===== config.mk =====
export PLATFORM = sky130hd
export DESIGN_NAME = div_share_ctrl
export DESIGN_NICKNAME = d
export VERILOG_FILES = /design/src/rtl/div_share_ctrl.sv
export SDC_FILE = /design/constraint.sdc
export NUM_CORES = 1
export LEC_CHECK = 0
export ABC_AREA = 1
export BUFFER_PORTS_ARGS = -buffer_cell sky130_fd_sc_hd__buf_2
export CAP_MARGIN = 20
export CORE_MARGIN = 5
export CORE_UTILIZATION = 40
export DETAILED_ROUTE_END_ITERATION = 6
export PLACE_DENSITY = 0.78
export SLEW_MARGIN = 20
export SYNTH_ARGS = -nofsm -noshare
export SYNTH_HDL_FRONTEND = slang
export SYNTH_SLANG_ARGS = --single-unit
export TNS_END_PERCENT = 100

===== constraint.sdc =====
create_clock -name clk -period 5.2 [get_ports clk]
set_clock_uncertainty 0.1 [all_clocks]
set_input_delay 0 -clock clk [delete_from_list [all_inputs] [get_ports clk]]
set_output_delay 0 -clock clk [all_outputs]
set_load 0.02 [all_outputs]

===== src/rtl/div_share_ctrl.sv =====
// div_share_ctrl
// Shares one iterative divider between the two EX pipes. It captures the div/mod
// requests of an issue pair and runs them on the divider one at a time, pipe0
// first. It stalls EX2 until every requested operation has finished, then
// acknowledges for one cycle with the per-pipe results.
//
// Ports
//   clk, rst                  clock, synchronous active-high reset
//   flush                     pipeline flush; aborts the sequence (highest priority)
//   req*/signed*/rem*         per-pipe request, signedness, remainder-select
//   a*/b*/rd*                 per-pipe dividend, divisor, destination register
//   div_start/div_abort       one-cycle start / kill pulses to the divider
//   div_signed/div_dividend/div_divisor  operands of the op being served
//   div_done/div_quotient/div_remainder  divider completion and results
//   div_stall                 holds EX2 while the pair is incomplete
//   div_ack                   one-cycle pulse: results valid, EX2 advances
//   res*/res*_valid/res*_rd   per-pipe result, request flag, destination
module div_share_ctrl #(
  parameter logic [31:0] ZERO_Q = 32'hFFFF_FFFF
) (
  input  logic        clk,
  input  logic        rst,
  input  logic        flush,
  input  logic        req0,
  input  logic        req1,
  input  logic        signed0,
  input  logic        signed1,
  input  logic        rem0,
  input  logic        rem1,
  input  logic [31:0] a0,
  input  logic [31:0] b0,
  input  logic [31:0] a1,
  input  logic [31:0] b1,
  input  logic [4:0]  rd0,
  input  logic [4:0]  rd1,
  output logic        div_start,
  output logic        div_signed,
  output logic [31:0] div_dividend,
  output logic [31:0] div_divisor,
  output logic        div_abort,
  input  logic        div_done,
  input  logic [31:0] div_quotient,
  input  logic [31:0] div_remainder,
  output logic        div_stall,
  output logic        div_ack,
  output logic [31:0] res0,
  output logic [31:0] res1,
  output logic        res0_valid,
  output logic        res1_valid,
  output logic [4:0]  res0_rd,
  output logic [4:0]  res1_rd
);

  typedef enum logic [1:0] {IDLE, RUN0, RUN1, DONE} state_t;

  state_t      state, state_nxt;
  logic        pend0, pend1, started;
  logic        sg0_q, sg1_q, rm0_q, rm1_q;
  logic [31:0] a0_q, b0_q, a1_q, b1_q;

  logic        cur_sg, cur_rm, op_end;
  logic [31:0] cur_a, cur_b, op_result;

  // Operands of the pipe currently being served.
  always_comb begin
    cur_sg = (state == RUN1) ? sg1_q : sg0_q;
    cur_rm = (state == RUN1) ? rm1_q : rm0_q;
    cur_a  = (state == RUN1) ? a1_q  : a0_q;
    cur_b  = (state == RUN1) ? b1_q  : b0_q;
    // A zero divisor never reaches the divider, so an unstarted op resolves locally.
    if (started) op_result = cur_rm ? div_remainder : div_quotient;
    else         op_result = cur_rm ? cur_a : ZERO_Q;
  end

  always_comb begin
    state_nxt    = state;
    div_start    = 1'b0;
    div_signed   = 1'b0;
    div_dividend = '0;
    div_divisor  = '0;
    div_ack      = 1'b0;
    res0_valid   = 1'b0;
    res1_valid   = 1'b0;
    op_end       = 1'b0;
    div_abort    = flush & started;
    div_stall    = (req0 | req1) & (state != DONE);
    case (state)
      IDLE: begin
        if ((req0 | req1) && !flush) state_nxt = req0 ? RUN0 : RUN1;
      end
      RUN0, RUN1: begin
        div_signed   = cur_sg;
        div_dividend = cur_a;
        div_divisor  = cur_b;
        if (!flush) begin
          if (!started) begin
            if (cur_b == '0) op_end = 1'b1;
            else             div_start = 1'b1;
          end else if (div_done) begin
            op_end = 1'b1;
          end
          if (op_end) state_nxt = (state == RUN0 && pend1) ? RUN1 : DONE;
        end
      end
      DONE: begin
        if (!flush) begin
          div_ack    = 1'b1;
          res0_valid = pend0;
          res1_valid = pend1;
        end
        state_nxt = IDLE;
      end
    endcase
    if (flush) state_nxt = IDLE;
  end

  always_ff @(posedge clk) begin
    if (rst) begin
      state   <= IDLE;
      pend0   <= 1'b0;
      pend1   <= 1'b0;
      started <= 1'b0;
      sg0_q   <= 1'b0;
      sg1_q   <= 1'b0;
      rm0_q   <= 1'b0;
      rm1_q   <= 1'b0;
      a0_q    <= '0;
      b0_q    <= '0;
      a1_q    <= '0;
      b1_q    <= '0;
      res0    <= '0;
      res1    <= '0;
      res0_rd <= '0;
      res1_rd <= '0;
    end else begin
      state <= state_nxt;
      if (flush) begin
        pend0   <= 1'b0;
        pend1   <= 1'b0;
        started <= 1'b0;
      end else begin
        if (state == IDLE && (req0 | req1)) begin
          pend0   <= req0;
          pend1   <= req1;
          sg0_q   <= signed0;
          sg1_q   <= signed1;
          rm0_q   <= rem0;
          rm1_q   <= rem1;
          a0_q    <= a0;
          b0_q    <= b0;
          a1_q    <= a1;
          b1_q    <= b1;
          res0_rd <= rd0;
          res1_rd <= rd1;
        end
        if (div_start) started <= 1'b1;
        if (op_end) begin
          started <= 1'b0;
          if (state == RUN0) res0 <= op_result;
          else               res1 <= op_result;
        end
      end
    end
  end

endmodule


==> results of run 1 <==
==> cell families (layout without fill, tap and decap cells) <==
| logic type | after synthesis | after routing | share of synthesized area |
|---|---|---|---|
| buffers and inverters | 364 | 879 | 0.144 |
| AND/OR/NAND/NOR | 568 | 568 | 0.227 |
| flip-flops | 211 | 211 | 0.425 |
| adder cells (fa/ha/maj) | 4 | 4 | 0.00504 |
| AO/OA/AOI/OAI | 384 | 384 | 0.199 |
| other | 0 | 4 | 0 |
==> per-stage QoR <==
| stage | total power [mW] | setup WS [ps] |
|---|---|---|
| after global routing | 4.70 | 869 |
| final | 4.50 | 1150 |
| after detailed placement | 2.65 | 1490 |
| after global placement | 2.64 | 1600 |
| after CTS | 4.48 | 1240 |
| after floorplan | 2.36 | 2950 |
==> report_power, final <==
group	leakage [nW]	switching (mW)	internal, mW
clock network	0.390	0.703	1.00
logic	5.00	0.638	0.374
registers	1.73	0.0440	1.74
==> layout make-up <==
type / instances / area [sq um]
fillers: 2038 / 9690
multi-input cells: 956 / 4300
flip-flops and latches: 211 / 4220
repair buffers: 578 / 4000
inverters: 257 / 972
clock buffers: 33 / 706
well taps: 324 / 405
clock inverters: 11 / 95.1
diodes: 4 / 10.0
==> synth_stat cells <==
| cell type | number | area, sq um |
|---|---|---|
| nand2_1 | 319 | 1200 |
| inv_1 | 254 | 953 |
| dfxtp_1 | 211 | 4220 |
| nor2_1 | 195 | 732 |
| o21ai_0 | 187 | 936 |
| a21oi_1 | 168 | 841 |
| clkbuf_1 | 79 | 297 |
| nand3_1 | 30 | 150 |
| nand4_1 | 18 | 113 |
| o21ai_1 | 14 | 70.1 |
| a32oi_1 | 13 | 114 |
| buf_2 | 11 | 55.1 |
| buf_1 | 8 | 30.0 |
| buf_4 | 5 | 37.5 |
| buf_6 | 4 | 45.0 |
| ha_1 | 4 | 50.1 |
| clkinv_1 | 2 | 7.51 |
| nand3_4 | 2 | 35.0 |
| and3_1 | 1 | 6.26 |
| clkinv_4 | 1 | 8.76 |
| nand2_2 | 1 | 6.26 |
| nor2_2 | 1 | 6.26 |
| o211ai_1 | 1 | 7.51 |
| o21a_1 | 1 | 7.51 |
| or2_2 | 1 | 6.26 |
==> worst min-delay path: cells and delay by family <==
kind / cells / cell delay [ps]
buffers and inverters: 2 / 330
AND/OR/NAND/NOR: 4 / 300
==> flip-flops by register name, indices dropped and copies added, names as in the netlist, 2 cells and up <==
signal,cells
a0_q,32
a1_q,32
b0_q,32
b1_q,32
res0,32
res0_rd,5
res1,32
res1_rd,5
state,2
==> worst paths after layout <==
kind	from	end	cells past startpoint
setup / recovery	state[0]	res0[18]	11
hold / removal	flush	res0[12]	6
setup reg to reg	state[0]	res0[18]	11
hold reg to reg	a0_q[2]	a0_q[2]	2
==> layer usage <==
layer / part of all wire / vias to the layer above / global-route usage
met2: 0.45 / 661 / 0.416
li1: - / 5763 / -
met5: 0 / - / 0
met3: 0.079 / 210 / 0.0488
met4: 0.074 / 0 / 0.166
met1: 0.40 / 5316 / 0.323
==> results, run 1 <==
- The run finished with clean final reports.
- The clock transition at the registers of the reported paths is 60 ps.
- The total of flip-flops plus latches after synthesis is 211.
- Summed over all cells, the static leakage comes to 7.12 nW.
- The proportion of layout cells with a drive suffix above 1 is 0.203.
- Traced cell by cell, the critical path runs through inv_1 > ha_4 > buf_4 > nand2_1 > nand2_2 > buf_4 > a21oi_1 > a32oi_1 > dlygate4sd3_1 > nor2_1 > nor2_1.
- Measured against its own limit, the worst slew margin works out to 0.285.
- The cell type of the slowest stage on the worst timing path is ha_4.
- In the finished design, the share of the clock period the worst path needs comes to 0.779.
- The peak clock frequency supported by timing is about 250 MHz.
- The first detailed-routing pass ran for 6 iterations.
- The post-CTS setup buffer count is 0.
- Gates resized during post-CTS repair numbered 0.
- The region available for standard cell placement spans 24,400 sq um.
- In this run the number of H-tree levels came out at 1.
- The non-filler instance count after layout is 2,374.
- Measured along the y axis, the die boundary spans 168 microns.
- The count of endpoints failing hold in the final timing report is 0.
- For the pin with the worst max-slew slack, the measured transition is ~1100 ps.
- Counting distinct cell types in the post-synthesis netlist gives 25.
- The delay contributed by the slowest stage of the critical path is 720 ps.
- Clock latency on the worst-skew pair, taken at its later pin, is 520 ps.
- Across the VDD grid, the largest voltage drop is slightly above 0.2 mV.
- The cell count after placement is 2,112.
- During synthesis, Yosys emitted a total of 0 warnings.
- STA classifies the critical path startpoint as a flop.
- The via count of the first global-routing pass is 11.4k.
- Along the worst path, the maximum fanout reaches 83.
- The detailed router placed 12.0k vias in this run.
- In this run the tool buffered the top-level ports with 356 buffer cells.
- Data arrives at the worst endpoint at around 4400 ps.
- Row generation in the floorplan step produced 57 rows.
- The final max-slew violation count is 0.
- The number of nets in the final layout is 2,245.
- The per-instance average area after synthesis is 6.49 sq um.
- Summed over all nets, the half-perimeter wirelength after detailed placement is 24,300 microns.
- Clock tree synthesis inserted a total of 25 buffers.
- For this design the top-level I/O count stands at roughly 360.
- The aggregate routed wire length is 39,000 microns.
- The post-layout minimum cycle time is 4050 ps.
- The number of clock sinks is 211.
- The master cell of the clock root buffer is clkbuf_16.
- The endpoint type of the worst setup path is a flop.
- Once layout is complete, the utilization of the core stands at 0.603.
- The number of antenna violations at the first check in global routing is 4.
- The DRC violation total after the first TritonRoute iteration is 1,127.
- The library cells used most frequently in the layout, excluding fill and tap cells, are 356 x buf_2, 318 x nand2_1, 252 x inv_1.
- Setup violations remaining at the end of the flow were counted as 0.
- The reported max-cap violation count is 0.
- Summed over all layers, the global routing overflow is 0.
- STA puts the critical path data required time at 5560 ps.
- In this run the deepest clock path goes through 3 buffers.
- The die covers 28,100 sq um.
- The share of the Yosys chip area taken by registers is 0.425.
- Dividing the detail-routed wire length by the instance count gives ~16 microns.
- The accumulated negative setup slack is 0 ps.
- The first global-routing pass estimated 59,900 microns of wire.
- The power density over the cells is 306 nW/um^2.
- Relative to the synthesized area, the layout overhead comes to 48.0%.
- Setup repair after global routing left no endpoint under its margin.
- The total global-route track usage is 0.260.
- The kind of cell with the highest combined delay along the critical path is buffers and inverters.
- The DRC violation count after routing is 0.
- The count of nets left with antenna violations after detail routing is 0.
- The congestion estimate from routability-driven global placement came to 0.973.
- The critical path is of the flop to flop type.
- The most frequent standard cell in the layout excluding fill and tap cells is buf_2.
- In this run the cell area of the synthesized design comes to 9940 sq um.
- The total nets after synthesis is 1,747.
- The effective utilization at floorplan is 0.407.
- The worst hold path belongs to the class input pin to flop.
- Using the TritonRoute via totals, the vias-per-cell ratio works out to 5.03.
- The quantity of hold-fixing buffers added after cts is around 210.
- The reg-to-reg setup timing slack is 1150 ps.
- The area of all placed cells without fillers is 14,700 sq um.
- The TritonCTS clock tree is yes.
- Entering global routing, the biggest net connects about 200 pins.
- Summing all placed instances gives a cell area of 11,800 sq um.
- Together, buffers and inverters on the worst path number 4.
- The die is 168 microns wide.
- The final hold slack is around 43 ps.
- Counting every instance in the synthesized netlist gives 1,531.
Note: power is estimated with default switching activity, not from simulation.
==> inputs of run 2 (changes only) <==
clock period = 3.8 ns   (was 5.2 ns; I/O delays follow)
==> results, run 2 (synthesis results as in run 1) <==
- The average wire length per cell after detail routing was 16.6 microns (+1.1%).
- The worst voltage drop across the vdd grid is 0.284 mV (+37%).
- The number of setup violations in the final report is 0 (unchanged).
- The horizontal extent of the die is 168 microns (unchanged).
- The number of I/O port buffers is 356 (unchanged).
- The maximum fanout along the worst path is 27 (-67%).
- The total number of placement rows came to 57 (unchanged).
- The static leakage came to 7.21 nW (+1.2%).
- The H-tree depth is 1 (unchanged).
- The most frequent standard cell in the layout excluding fill and tap cells is buf_2.
- The number of fill cells is 2,058 (+0.98%).
- The effective utilization at floorplan is 0.407 (unchanged).
- The required time at the endpoint of the critical path is 4150 ps (-1410 ps).
- The largest buffer count on any clock path was 3 (unchanged).
- The headroom to the max-slew limit is 0.254 (-0.0301).
- The count of endpoints failing hold in the final timing report was 0 (unchanged).
- The post-synthesis to final-layout area growth is 49.6%.
- The power after layout was 6.28 mW (+40%).
- The post-layout minimum cycle time is 3610 ps (-438 ps).
- The global placement routability congestion is 0.943 (-3.1%).
- The number of clock sinks is 211 (unchanged).
- The clock transition at the registers of the reported paths was 60 ps (about the same).
- The floorplan core area was 24,400 sq um (unchanged).
- The maximum number of pins on one net before global-route repair was 96 (-51%).
- The type of element launching the critical path is a flop.
- The number of nets in the final layout is 2,256 (+0.49%).
- The DRC violation total after the first TritonRoute iteration is 1,188 (+5.4%).
- The actual slew at the worst max-slew pin is 1110 ps (+33.5 ps).
- The floorplan die height was 168 microns (unchanged).
- The count of TritonRoute iterations in the first routing pass was 5 (-1).
- The number of top-level pins is 357 (unchanged).
- The aggregate routed wire length is 39,700 microns (+1.7%).
- The clock buffer count from CTS is 24 (-4.0%).
- The classification of the worst-slack hold path is input pin to flop.
- The power density over the cells is 423 nW/um^2 (+38%).
- The final global-route overflow total is 0 (unchanged).
- The via count of the first global-routing pass came to 11.6k (+1.7%).
- The reported max-cap violation count is 0 (unchanged).
- The proportion of layout cells with a drive suffix above 1 is 0.206 (+0.00270).
- The clock latency reported for the late side of the worst-skew pair was 510 ps (about the same).
- The reg-to-reg setup timing slack is 190 ps (-960 ps).
- The part of the cycle the worst path needs came to 0.951 (+0.172).
- The full die area was 28,100 sq um (unchanged).
- In the layout the commonest cells are 356 x buf_2, 318 x nand2_1, 252 x inv_1.
- Setup repair after global routing left no endpoint under its margin.
- The global-route wire length before repair was 60,100 microns (+0.43%).
- The peak clock frequency supported by timing is 277 MHz (+12%).
- The area occupied by multi-input gates is 4310 sq um (+0.23%).
- The flow ran to the end, and the final reports show no timing, DRC or antenna violations.
- The endpoint type of the worst setup path is a flop.
- The number of antenna violations at the first check in global routing came to 7 (+3).
- The worst endpoint data arrival time is 3960 ps (-450 ps).
- The TritonCTS clock tree is yes.
- The per-cell via count in the routed design is 5.06 (+0.55%).
- The cell sitting at the root of the clock tree is a clkbuf_16.
- The total global-route track usage came to 0.261 (+0.000745).
- The sequential standard cell area is 4220 sq um (unchanged).
- The total vias in the final route was 12.1k (+1.1%).
- The count of nets left with antenna violations after detail routing is 0 (unchanged).
- The total half-perimeter wirelength after legalization and detailed placement is 25,000 microns (+2.6%).
- The type of the setup path with the least slack is flop to flop.
- The DRC violation count after routing is 0 (unchanged).
- The worst slack at placement came to 363 ps (-1120 ps).
- The final critical-path setup slack came to 185 ps (-962 ps).
- The accumulated negative setup slack is 0 ps (unchanged).
- The final max-slew violation count is 0 (unchanged).
run 2: cell count changes in the layout (fill, tap and decap cells not counted), moves of 2 or more:
cell        delta
clkbuf_1       +4
buf_4          +9
clkinvlp_4     -3
diode_2        +2
bufinv_16      +2
run 2: where the power goes:
group,internal (mW),switching [mW]
Sequential,2.38,0.0618
Clock,1.50,0.930
Combinational,0.531,0.882
run 2: final timing paths:
path / start / cells past startpoint / to
min: div_remainder[1] / 5 / res1[1]
min reg2reg: a0_q[31] / 2 / a0_q[31]
max: state[0] / 16 / state[0]
max reg2reg: state[0] / 16 / state[0]
run 2: critical path, cell delays in order (launching register included):
cell           delay, ps
dfxtp_1              360
inv_1                110
ha_4                 290
buf_16               220
o21ai_1              200
nand2_1               80
nor2_1                90
nand2_1               70
nor2_1               240
nand3_1              200
nand3_1              120
nand2_1              100
nand2_1               70
nand2_1               40
dlygate4sd3_1        560
nor2_1               100
dlygate4sd3_1        570
run 2: metrics by stage:
step | area, sq um | instances | hold slack (ps) | util
6_report | 14900 | 2388 | 79.2 | 0.609
3_5_place_dp | 11800 | 2122 | 186 | 0.485
2_1_floorplan | 9940 | 1531 | -20.2 | -
3_3_place_gp | 11800 | 2122 | 177 | 0.485
4_1_cts | 14800 | 2380 | 20.4 | 0.607
5_1_grt | 14900 | 2387 | 81.2 | 0.609
run 2: layout make-up:
cell class	instances	share of cell area
repair buffers	589	0.277
diodes	6	0.00101
multi-input cells	957	0.290
inverters	257	0.0654
clock buffers	37	0.0485
flip-flops and latches	211	0.284
clock inverters	7	0.00741
well taps	324	0.0273
run 2: what timing repair did:
action | in CTS | in global routing
hold endpoints to repair | 211 | 0
setup endpoints to repair | 0 | 54
buffers inserted | 0 | 1
gates resized for setup | 0 | 0
hold buffers | 214 | 0
run 2: metal layers:
| layer | track usage | share of wire |
|---|---|---|
| met2 | 0.429 | 0.47 |
| met3 | 0.0509 | 0.081 |
| met4 | 0.147 | 0.065 |
| met5 | 0 | 0.00035 |
| met1 | 0.320 | 0.39 |
